[config.mk]
export PLATFORM = sky130hd
export DESIGN_NAME = scr1_tcm_portb_arbiter
export DESIGN_NICKNAME = d
export VERILOG_FILES = /design/src/rtl/scr1_tcm_portb_arbiter.sv
export SDC_FILE = /design/constraint.sdc
export NUM_CORES = 1
export LEC_CHECK = 0
export BUFFER_PORTS_ARGS = -buffer_cell sky130_fd_sc_hd__buf_2
export CORE_AREA = 3 3 99 101
export CTS_CLUSTER_SIZE = 12
export DETAILED_ROUTE_END_ITERATION = 8
export DIE_AREA = 0 0 102 104
export HOLD_SLACK_MARGIN = 0.08
export PLACE_DENSITY = 0.56
export SYNTH_ARGS = -nofsm -noshare
export SYNTH_HDL_FRONTEND = slang
export SYNTH_SLANG_ARGS = --single-unit
[constraint.sdc]
create_clock -name clk -period 3.5 [get_ports clk]
set_input_delay 0.35 -clock clk [delete_from_list [all_inputs] [get_ports clk]]
set_output_delay 0.35 -clock clk [all_outputs]
set_load 0.03 [all_outputs]
[src/rtl/scr1_tcm_portb_arbiter.sv]
// scr1_tcm_portb_arbiter: shares TCM port B between the core data path (m0) and the debug/loader DMA (m1)
module scr1_tcm_portb_arbiter #(
  parameter int SCR1_WIDTH  = 32,
  parameter int SCR1_NBYTES = 4,
  parameter int SCR1_AWIDTH = 16,
  parameter int STARVE_MAX  = 4
) (
  input  logic                     clk,
  input  logic                     rst,
  input  logic                     m0_req,
  input  logic                     m0_we,
  input  logic [SCR1_NBYTES-1:0]   m0_be,
  input  logic [SCR1_AWIDTH-1:0]   m0_addr,
  input  logic [SCR1_WIDTH-1:0]    m0_wdata,
  output logic                     m0_ack,
  output logic                     m0_rvalid,
  output logic [SCR1_WIDTH-1:0]    m0_rdata,
  input  logic                     m1_req,
  input  logic                     m1_we,
  input  logic [SCR1_NBYTES-1:0]   m1_be,
  input  logic [SCR1_AWIDTH-1:0]   m1_addr,
  input  logic [SCR1_WIDTH-1:0]    m1_wdata,
  output logic                     m1_ack,
  output logic                     m1_rvalid,
  output logic [SCR1_WIDTH-1:0]    m1_rdata,
  output logic                     mem_renb,
  output logic                     mem_wenb,
  output logic [SCR1_NBYTES-1:0]   mem_webb,
  output logic [SCR1_AWIDTH-3:0]   mem_addrb,
  output logic [SCR1_WIDTH-1:0]    mem_datab,
  input  logic [SCR1_WIDTH-1:0]    mem_qb
);
  localparam logic [3:0] SMAX = 4'(STARVE_MAX);
  logic [3:0] starve_cnt;
  logic       resp_pend, resp_owner, resp_is_rd;
  logic       grant0, grant1;
  logic       unused_addr_lsbs;
  assign unused_addr_lsbs = ^{m0_addr[1:0], m1_addr[1:0]};
  // m1 wins when m0 is idle or once it has lost STARVE_MAX cycles in a row
  assign grant1 = ~rst & m1_req & (~m0_req | starve_cnt == SMAX);
  assign grant0 = ~rst & m0_req & ~grant1;
  assign m0_ack = grant0;
  assign m1_ack = grant1;
  assign mem_renb  = (grant0 & ~m0_we) | (grant1 & ~m1_we);
  assign mem_wenb  = (grant0 & m0_we) | (grant1 & m1_we);
  assign mem_webb  = grant1 ? m1_be : m0_be;
  assign mem_addrb = grant1 ? m1_addr[SCR1_AWIDTH-1:2] : m0_addr[SCR1_AWIDTH-1:2];
  assign mem_datab = grant1 ? m1_wdata : m0_wdata;
  assign m0_rvalid = resp_pend & ~resp_owner;
  assign m1_rvalid = resp_pend & resp_owner;
  assign m0_rdata  = resp_is_rd ? mem_qb : '0;
  assign m1_rdata  = resp_is_rd ? mem_qb : '0;
  always_ff @(posedge clk or posedge rst) begin
    if (rst) begin
      starve_cnt <= '0;
      resp_pend  <= 1'b0;
      resp_owner <= 1'b0;
      resp_is_rd <= 1'b0;
    end else begin
      starve_cnt <= (m1_req & grant0) ? (starve_cnt == SMAX ? starve_cnt : starve_cnt + 4'd1) : 4'd0;
      resp_pend  <= grant0 | grant1;
      resp_owner <= grant1;
      resp_is_rd <= grant1 ? ~m1_we : ~m0_we;
    end
  end
endmodule

==> qor.txt, run 1 <==
Worst path slowest cell = buf_4
clock sink total = 7
number of synthesized flops with an enable pin = 0
drt pass-1 iters = 4
initial core utilization = 0.1585
Pwr per Cell Area = 245.0 nW/um^2
WP data required = 3.15 ns
maximum vdd ir drop = 99.38 uV
routed via count = 1,904
Detail Route Antenna Nets = 0
clk slew on worst S/H paths = 0.04 ns
crit start category = flop
largest cells by area after synthesis = mux2_2 (32%), buf_4 (17%), and2_1 (14%), dfrtp_1 (12%), mux2_1 (7.0%)
post-synthesis register bit count = 7
DP HPWL = 5397 um
die area = 10,610 sq um
synthesized instance count = 157
gpl congestion = 0.7098
GR Util All Layers = 0.09612
RSZ-0062 raised after global routing = false
total negative slack = 0 ns
number of global-route vias before repair = 1,818
maximum number of pins on one net before global-route repair = 56
IO buf count = 257
drt total wl = 5933 um
Yosys top cell area share = 0.3198
Setup CP Type = flop to output pin
Critical Path End Type = output pin
Die W = 102 um
worst skew pair latency = 0.22 ns
Slew @ Worst Pin = 0.6404 ns
RR Startpoint = starve_cnt[0]
CP startpoint = starve_cnt[0]
# DRC = 0
outcome = complete, no violations
Site Rows = 35
CTS hold repair buffers = 0
Hold Fails Final Rpt = 0
Max FO, Critical Path = 55
crit path cell chain = inv_1 -> ha_1 -> nand3b_4 -> a21oi_4 -> buf_4 -> mux2_2 -> buf_2
CTS tree = built
core box area = 9109 sq um
CP Buf/Inv Count = 3
Largest stage delay, worst path = 0.52 ns
Synth Net Count = 301
Avg WL per Cell = 12.11 um
first-pass GRT wire length = 8362 um
CTS root buf = clkbuf_8
WHS = 0.07905 ns
Layout Nets = 524
fillers = 963
Iter 0 DRT Violations = 33
H-Tree Depth = 1
Post-CTS Setup Bufs = 0
PostCTS Resize Cnt = 0
final setup violation count = 0
Tmin final = 2.638 ns
Pins Over Slew Limit = 0
Diodes inserted = 0
Synth top cells by count = mux2_2 (41), and2_1 (33), buf_4 (32), mux2_1 (9)
Ys Warns = 0
# IOs = 262
Seq/Total Area, Yosys = 0.1213
max cap viols = 0
asr flop ratio synth = 1.000
class of the worst hold path = input port to asynchronous set/reset pin
Final Skew = 0.001660 ns
CTS Buf Count = 3
normalized max-slew margin = 0.5731
Mapped Area = 1444 sq um
height of the die = 104 um
area grow syn2layout = 81.02%
fmax = 0.3790 GHz
clock buffer depth = 2
Crit path arrival time = 2.29 ns
vias per std cell = 3.886
leakage power = 1.554 nW
Pwr Total = 0.6403 mW
Crit path max-delay family = buffers and inverters
Cell variety after synth = 22
fraction of layout cells with a size suffix above 1 = 0.8021
initial antenna violation count = 0
area leader, netlist = mux2_2
global route overflow = 0
most frequent cell after synthesis = mux2_2
ys flop type = dfrtp_1
final cycle utilization of the critical path = 0.7538
Avg Cell Area, Syn = 9.197 sq um
==> where the power goes <==
part           leakage [nW]  switching (mW)  internal (mW)
clock                0.0228          0.0319         0.0785
combinational          1.44           0.278          0.163
sequential           0.0928         0.00574         0.0839
total                  1.55           0.315          0.325
==> flip-flops by register name, indices dropped and copies added, names as in the netlist <==
name / flops
resp_pend: 1
resp_is_rd: 1
resp_owner: 1
starve_cnt: 4
==> cell families after synthesis <==
family	synth area share
xor gates and xnor gates	0.01213
and+or+nand+nor	0.1906
muxes	0.3969
AOI/OAI and AO/OA	0.03033
adders and majority gates	0.01733
buffers and inverters	0.2314
DFF	0.1213
==> final timing paths <==
check	to	slack, ns	cells after the start
worst max-delay path	mem_webb[3]	0.86	7
worst min-delay path	starve_cnt[3]	0.08	2
worst max register to register	resp_is_rd	1.59	6
worst min register to register	starve_cnt[0]	0.50	1
max in group asynchronous	resp_owner	3.20	2
min in group clk	resp_pend	0.30	2
==> area by class of cell <==
class | count | area [sq um] | area share
flip-flops and latches | 7 | 175.2 | 0.06702
inverters | 7 | 26.28 | 0.01005
clock buffers | 4 | 45.04 | 0.01723
well taps | 111 | 138.9 | 0.05314
multi-input cells | 103 | 934.6 | 0.3576
repair buffers | 258 | 1294 | 0.4950
==> routing by layer <==
| metal | part of all wire | up-vias | wire length (um) | GRT usage |
|---|---|---|---|---|
| met4 | 0.0040 | 0 | 24 | 0.01687 |
| met5 | 0 | - | 0 | 0 |
| met3 | 0.11 | 2 | 635 | 0.007378 |
| met2 | 0.54 | 154 | 3220 | 0.2043 |
| li1 | - | 935 | - | - |
| met1 | 0.35 | 813 | 2053 | 0.09721 |
==> stage by stage <==
stage	area, sq um	cells	util	worst slack, ns
finish	2614	490	0.2870	0.8616
global route	2614	490	0.2870	0.6763
CTS	2614	490	0.2870	0.8028
detailed placement	2569	486	0.2820	1.050
global placement	2569	486	0.2820	1.078
floorplan	1444	157	-	1.438
==> placed cells by master (no fill, tap or decap), types with 2 or more instances in the layout <==
cell / n
mux2_2: 41
buf_2: 257
nor2_1: 2
mux2_1: 9
clkbuf_8: 3
nor3_1: 4
a22o_1: 2
and2_1: 33
dfrtp_1: 7
inv_1: 7
ha_1: 2
(Power assumes the default switching activity.)
==> run 2: changes to the inputs <==
ABC_AREA = 1   (was default)
CORE_AREA = 3 3 101 103   (was 3 3 99 101)
DIE_AREA = 0 0 104 106   (was 0 0 102 104)
PLACE_DENSITY = 0.55   (was 0.56)
clock period = 2.7 ns   (was 3.5 ns; I/O delays follow)
==> run 2 against run 1 <==
Sequential power is 24% higher. Final cell count is 33% higher. Core utilization is 0.58 points higher. Synthesized area is 5.2% higher. First-iteration DRC count is 73% higher. Combinational power is 38% higher. Non-clock buffer count is 2 higher. Via count is 32% higher. Cell area is 4.0% higher.
==> qor.txt, run 2 <==
Worst path slowest cell = dlygate4sd3_1
post-synthesis register bit count = 7 (unchanged)
crit path cell chain = dlygate4sd3_1 -> buf_2 -> nor2_2 -> nand2_4 -> inv_6 -> nand2_1 -> nand2_1 -> buf_2
Crit path arrival time = 2.10 ns (-0.19 ns)
Top reg by flops = starve_cnt
Yosys top cell area share = 0.4646 (+0.1448)
IO buf count = 257 (unchanged)
Comb pwr share = 0.703 (+0.015)
Ys Warns = 0 (unchanged)
Post-Place Cells = 648 (+33%)
routed via count = 2,511 (+32%)
Layout Nets = 669 (+28%)
clock network fraction of total power = 0.169 (-0.003)
final cycle utilization of the critical path = 0.8793
Synth Net Count = 449 (+49%)
Post-Layout Cell Count = 653 (+33%)
Diodes inserted = 0 (unchanged)
pre-CTS setup slack = 0.6414 ns (-0.4090 ns)
R2R setup slack = 1.22 ns (-0.37 ns)
asr flop ratio synth = 1.000 (unchanged)
Seq/Total Area, Yosys = 0.1153 (-0.005996)
Pins Over Slew Limit = 0 (unchanged)
most frequent cells in the layout = buf_2 (257), nand2_1 (188), inv_1 (43)
# DRC = 0 (unchanged)
worst skew pair latency = 0.23 ns (about the same)
fillers = 1,089 (+13%)
synthesized instance count = 305 (+94%)
core box area = 9284 sq um (+1.9%)
maximum number of pins on one net before global-route repair = 54 (-3.6%)
clk slew on worst S/H paths = 0.04 ns (about the same)
global route overflow = 0 (unchanged)
ys flop type = dfrtp_1
Critical Path End Type = output pin
gpl congestion = 0.7945 (+12%)
area grow syn2layout = 78.91%
Pwr per Cell Area = 318.0 nW/um^2 (+30%)
Hold Fails Final Rpt = 0 (unchanged)
CTS root buf = clkbuf_8
Cell variety after synth = 18 (-18%)
clock buffer depth = 2 (unchanged)
highest routed metal layer = met4
most frequent cell after synthesis = nand2_1
vias per std cell = 3.845 (-1.0%)
Internal = 0.4032 mW (+24%)
total negative slack = 0 ns (unchanged)
outcome = complete, no violations
initial core utilization = 0.1636 (+0.005095)
Avg Cell Area, Syn = 4.980 sq um (-46%)
sequential share of power = 0.128 (-0.012)
H-Tree Depth = 1 (unchanged)
final design utilization = 0.2927 (+0.005771)
Sw Share = 0.5335 (+0.04121)
Hold Path End = resp_is_rd
met2 routed WL = 3934 um (+22%)
Avg WL per Cell = 10.92 um (-9.8%)
normalized max-slew margin = 0.7502 (+0.1771)
Mapped Area = 1519 sq um (+5.2%)
Tmin final = 2.374 ns
CP startpoint = rst
max reg flops = 4 (unchanged)
initial antenna violation count = 0 (unchanged)
fmax = 0.4212 GHz
number of global-route vias before repair = 2,404 (+32%)
GR Util All Layers = 0.1155 (+0.01935)
hold path cells = 4
R2R depth = 6 (unchanged)
Max FO, Critical Path = 53 (-3.6%)
Post-Route M1 WL = 2516 um (+23%)
largest cells by area after synthesis = nand2_1 (46%), buf_4 (16%), dfrtp_1 (12%), inv_1 (11%), buf_6 (3.7%)
Switching Power = 0.4610 mW (+46%)
final setup violation count = 0 (unchanged)
CP Buf/Inv Count = 4 (+1)
CTS tree = built
Crit Reg-Reg Endpoint = resp_owner
post-route setup slack = 0.3258 ns (-0.5357 ns)
Setup CP Type = input port to output pin
most common cell after layout, fill and taps aside = buf_2
drt total wl = 7132 um (+20%)
Pwr Total = 0.8642 mW (+35%)
Die W = 104 um (+2.0%)
CTS Buf Count = 3 (unchanged)
leakage power = 2.091 nW (+35%)
Site Rows = 35 (unchanged)
Slew @ Worst Pin = 0.3747 ns (-0.2657 ns)
# IOs = 262 (unchanged)
Synth top cells by count = nand2_1 (188), inv_1 (43), buf_4 (32), dfrtp_1 (7), nor2_1 (7)
Crit path max-delay family = buffers and inverters
area leader, netlist = nand2_1
hold path start = m0_we
maximum vdd ir drop = 132.9 uV (+34%)
Final Skew = 0.0008311 ns (-0.0008285 ns)
fraction of layout cells with a size suffix above 1 = 0.5115 (-0.2907)
Detail Route Antenna Nets = 0 (unchanged)
RR Startpoint = starve_cnt[0]
met3 wire len = 663 um (+4.4%)
max cap viols = 0 (unchanged)
height of the die = 106 um (+1.9%)
first-pass GRT wire length = 10,790 um (+29%)
Largest stage delay, worst path = 0.53 ns (about the same)
class of the worst hold path = input port to flop
WP data required = 2.43 ns (-0.72 ns)
drt pass-1 iters = 4 (unchanged)
RSZ-0062 raised after global routing = false
number of synthesized flops with an enable pin = 0 (unchanged)
Iter 0 DRT Violations = 57 (+73%)
DP HPWL = 6407 um (+19%)
die area = 11,020 sq um (+3.9%)
clock sink total = 7 (unchanged)
crit start category = input port
run 2: changes by cell type in the layout (fill, tap and decap cells not counted), sizes merged, moves of 2 or more:
cell / previous run / this run
a22o: 2 / 0
nor2: 2 / 8
and2: 33 / 0
nand2: 1 / 190
inv: 7 / 44
mux2: 50 / 0
nand3: 1 / 6
nor3: 4 / 0
run 2: routing by layer:
layer	track usage	vias up
li1	-	1272
met1	0.1143	1079
met2	0.2507	158
met3	0.02186	2
met4	0.01140	0
met5	0	-
run 2: how the worst max path moves through the flow:
stage | end | slack, ns | cells after the start
floorplan | m0_ack | 0.95 | 8
global placement | mem_datab[29] | 0.71 | 9
detailed placement | mem_datab[29] | 0.64 | 9
CTS | mem_datab[29] | 0.26 | 8
global route | mem_datab[29] | 0.13 | 8
finish | mem_datab[29] | 0.33 | 8
run 2: repair_timing:
item	4_1_cts	5_1_grt
hold endpoints to repair	7	0
buffers inserted	0	0
hold buffers	1	0
gates resized for setup	0	0
run 2: through the flow:
stage	cell area (sq um)	hold WS, ns
2_1_floorplan	1519	0.07340
3_3_place_gp	2661	0.2391
3_5_place_dp	2661	0.2441
4_1_cts	2718	0.3229
5_1_grt	2718	0.3449
6_report	2718	0.3236
run 2: kinds of logic after synthesis:
group | count (synthesis) | synth area share
buffers and inverters | 89 | 0.3311
flip-flops | 7 | 0.1153
adder cells (fa/ha/maj) | 2 | 0.01647
XOR/XNOR | 2 | 0.01153
AND/OR/NAND/NOR | 205 | 0.5255
run 2: layout make-up:
| type | count | area, sq um | area share |
|---|---|---|---|
| clock buffer | 3 | 41.29 | 0.01519 |
| clock inverter | 1 | 5.005 | 0.001842 |
| inverter | 44 | 170.2 | 0.06261 |
| multi-input combinational | 209 | 840.8 | 0.3094 |
| sequential | 7 | 175.2 | 0.06446 |
| tap | 129 | 161.4 | 0.05939 |
| timing repair buffer | 260 | 1324 | 0.4871 |
run 2: worst reg2reg max path, stage by stage (launching register included):
cell	delay [ns]
dfrtp_1	0.40
inv_1	0.07
ha_1	0.15
nand3_2	0.10
nand2_2	0.11
nand2_4	0.15
inv_6	0.32
run 2: power by group through the flow:
stage / clock network (mW) / registers [mW] / logic, mW
after floorplan: 0 / 0.113 / 0.417
after global placement: 0 / 0.112 / 0.610
after detailed placement: 0 / 0.112 / 0.614
after CTS: 0.150 / 0.111 / 0.615
after global routing: 0.153 / 0.111 / 0.655
final: 0.146 / 0.111 / 0.607
==> run 3: changes to the inputs <==
PLACE_DENSITY = default   (was 0.55)
PLACE_DENSITY_LB_ADDON = 0.05   (was default)
==> run 3 against run 2 <==
First-iteration DRC count is 32% higher. Critical path depth unchanged. Clock power hardly changed. Fmax down 3.8%. Sequential share of layout area about the same. Clock-buffer cell count is 1 higher. Flip-flop and latch count is the same. Worst hold slack better by 0.0046 ns. Global-route usage decreased by 0.43 points. Critical endpoint is now mem_addrb[13].
==> qor.txt, run 3 (synthesis results as in run 2) <==
WP data required = 2.43 ns (about the same)
Max FO, Critical Path = 53 (unchanged)
Tmin final = 2.468 ns (+0.09420 ns)
RSZ-0062 raised after global routing = false
leakage power = 2.083 nW (-0.42%)
Setup CP Type = input port to output pin
GR Util All Layers = 0.1111 (-0.004348)
vias per std cell = 3.643 (-5.3%)
number of global-route vias before repair = 2,195 (-8.7%)
Pins Over Slew Limit = 0 (unchanged)
Avg WL per Cell = 10.56 um (-3.3%)
Pwr per Cell Area = 314.6 nW/um^2 (-1.1%)
Slew @ Worst Pin = 0.3693 ns (-0.005370 ns)
worst skew pair latency = 0.22 ns (about the same)
R2R depth = 8 (+2)
routed via count = 2,379 (-5.3%)
Largest stage delay, worst path = 0.53 ns (about the same)
initial core utilization = 0.1636 (unchanged)
DP HPWL = 6042 um (-5.7%)
clock sink total = 7 (unchanged)
clock buffer depth = 2 (unchanged)
Critical Path End Type = output pin
total negative slack = 0 ns (unchanged)
# DRC = 0 (unchanged)
Site Rows = 35 (unchanged)
Die W = 104 um (unchanged)
die area = 11,020 sq um (unchanged)
initial antenna violation count = 0 (unchanged)
outcome = complete, no violations
critical path depth = 8 (unchanged)
height of the die = 106 um (unchanged)
max cap viols = 0 (unchanged)
class of the worst hold path = input port to flop
most common cell after layout, fill and taps aside = buf_2
Detail Route Antenna Nets = 0 (unchanged)
crit start category = input port
crit path cell chain = dlygate4sd3_1 -> buf_2 -> nor2_2 -> nand2_4 -> inv_6 -> nand2_1 -> nand2_1 -> buf_2
CTS Buf Count = 3 (unchanged)
maximum vdd ir drop = 153.1 uV (+15%)
Diodes inserted = 0 (unchanged)
fmax = 0.4051 GHz (-3.8%)
Worst path slowest cell = dlygate4sd3_1
WHS = 0.3282 ns (+0.004599 ns)
global route overflow = 0 (unchanged)
Final Skew = 0.0009182 ns (+0.00008706 ns)
clk slew on worst S/H paths = 0.04 ns (about the same)
max reg flops = 4 (unchanged)
gpl congestion = 0.7504 (-5.6%)
# IOs = 262 (unchanged)
most frequent cells in the layout = buf_2 (257), nand2_1 (188), inv_1 (43)
core box area = 9284 sq um (unchanged)
Hold Fails Final Rpt = 0 (unchanged)
Crit path max-delay family = buffers and inverters
CP Buf/Inv Count = 4 (unchanged)
final cycle utilization of the critical path = 0.9142 (+0.03489)
PostCTS Resize Cnt = 0 (unchanged)
area grow syn2layout = 78.01%
first-pass GRT wire length = 10,120 um (-6.3%)
Layout Nets = 669 (unchanged)
drt total wl = 6897 um (-3.3%)
final setup violation count = 0 (unchanged)
maximum number of pins on one net before global-route repair = 54 (unchanged)
drt pass-1 iters = 4 (unchanged)
Iter 0 DRT Violations = 75 (+32%)
fraction of layout cells with a size suffix above 1 = 0.5095 (-0.001908)
CTS root buf = clkbuf_8
Crit path arrival time = 2.20 ns (+0.10 ns)
IO buf count = 257 (unchanged)
H-Tree Depth = 1 (unchanged)
hold path cells = 4 (unchanged)
Top reg by flops = starve_cnt
normalized max-slew margin = 0.7538 (+0.003580)
CTS tree = built
run 3: layer usage:
layer / GRT usage / routed length, um / part of all wire / vias to the layer above
met4: 0.02754 / 101 / 0.015 / 0
met5: 0 / 0 / 0 / -
met1: 0.09381 / 2093 / 0.30 / 943
met2: 0.2400 / 3855 / 0.56 / 155
li1: - / - / - / 1273
met3: 0.03886 / 847 / 0.12 / 8
run 3: what timing repair did:
action	in CTS	in global routing
endpoints found under the hold margin	7	0
buffers inserted	0	0
endpoints found under the setup margin	0	0
hold buffers	1	0
run 3: per-stage QoR:
stage                     setup WS (ns)  instance area, sq um    util  power, mW  cells
after floorplan                  0.9491                  1519       -     0.5294    305
after global placement           0.5436                  2649  0.2853     0.7173    648
after detailed placement         0.5584                  2649  0.2853     0.7157    648
after CTS                        0.1506                  2704  0.2912     0.8657    653
after global routing            0.01655                  2704  0.2912     0.9137    653
final                            0.2316                  2704  0.2912     0.8507    653
run 3: path summary, 6_finish.rpt:
| check | from | to | slack [ns] |
|---|---|---|---|
| worst min-delay path | m0_we | resp_is_rd | 0.33 |
| worst min register to register | starve_cnt[0] | starve_cnt[0] | 0.48 |
| worst max-delay path | rst | mem_addrb[13] | 0.23 |
| max in group asynchronous | rst | resp_is_rd | 1.93 |
| worst max register to register | starve_cnt[0] | resp_is_rd | 1.04 |
| min in group asynchronous | rst | resp_owner | 0.55 |
run 3: tightest hold or removal path, delay by kind of cell:
kind	cells	cell delay (ns)
buffers and inverters	2	0.13
and+or+nand+nor	2	0.10
run 3: area by class of cell:
type | instances | area, sq um
repair buffers | 260 | 1311
multi-input cells | 209 | 840.8
flip-flops and latches | 7 | 175.2
clock buffers | 4 | 45.04
well taps | 129 | 161.4
inverters | 44 | 170.2
fillers | 1114 | 6580
run 3: where the power goes:
| group | internal (mW) | switching (mW) | leakage [nW] |
|---|---|---|---|
| clock network | 0.102 | 0.0418 | 0.0228 |
| registers | 0.109 | 0.00339 | 0.0931 |
| logic | 0.193 | 0.402 | 1.97 |
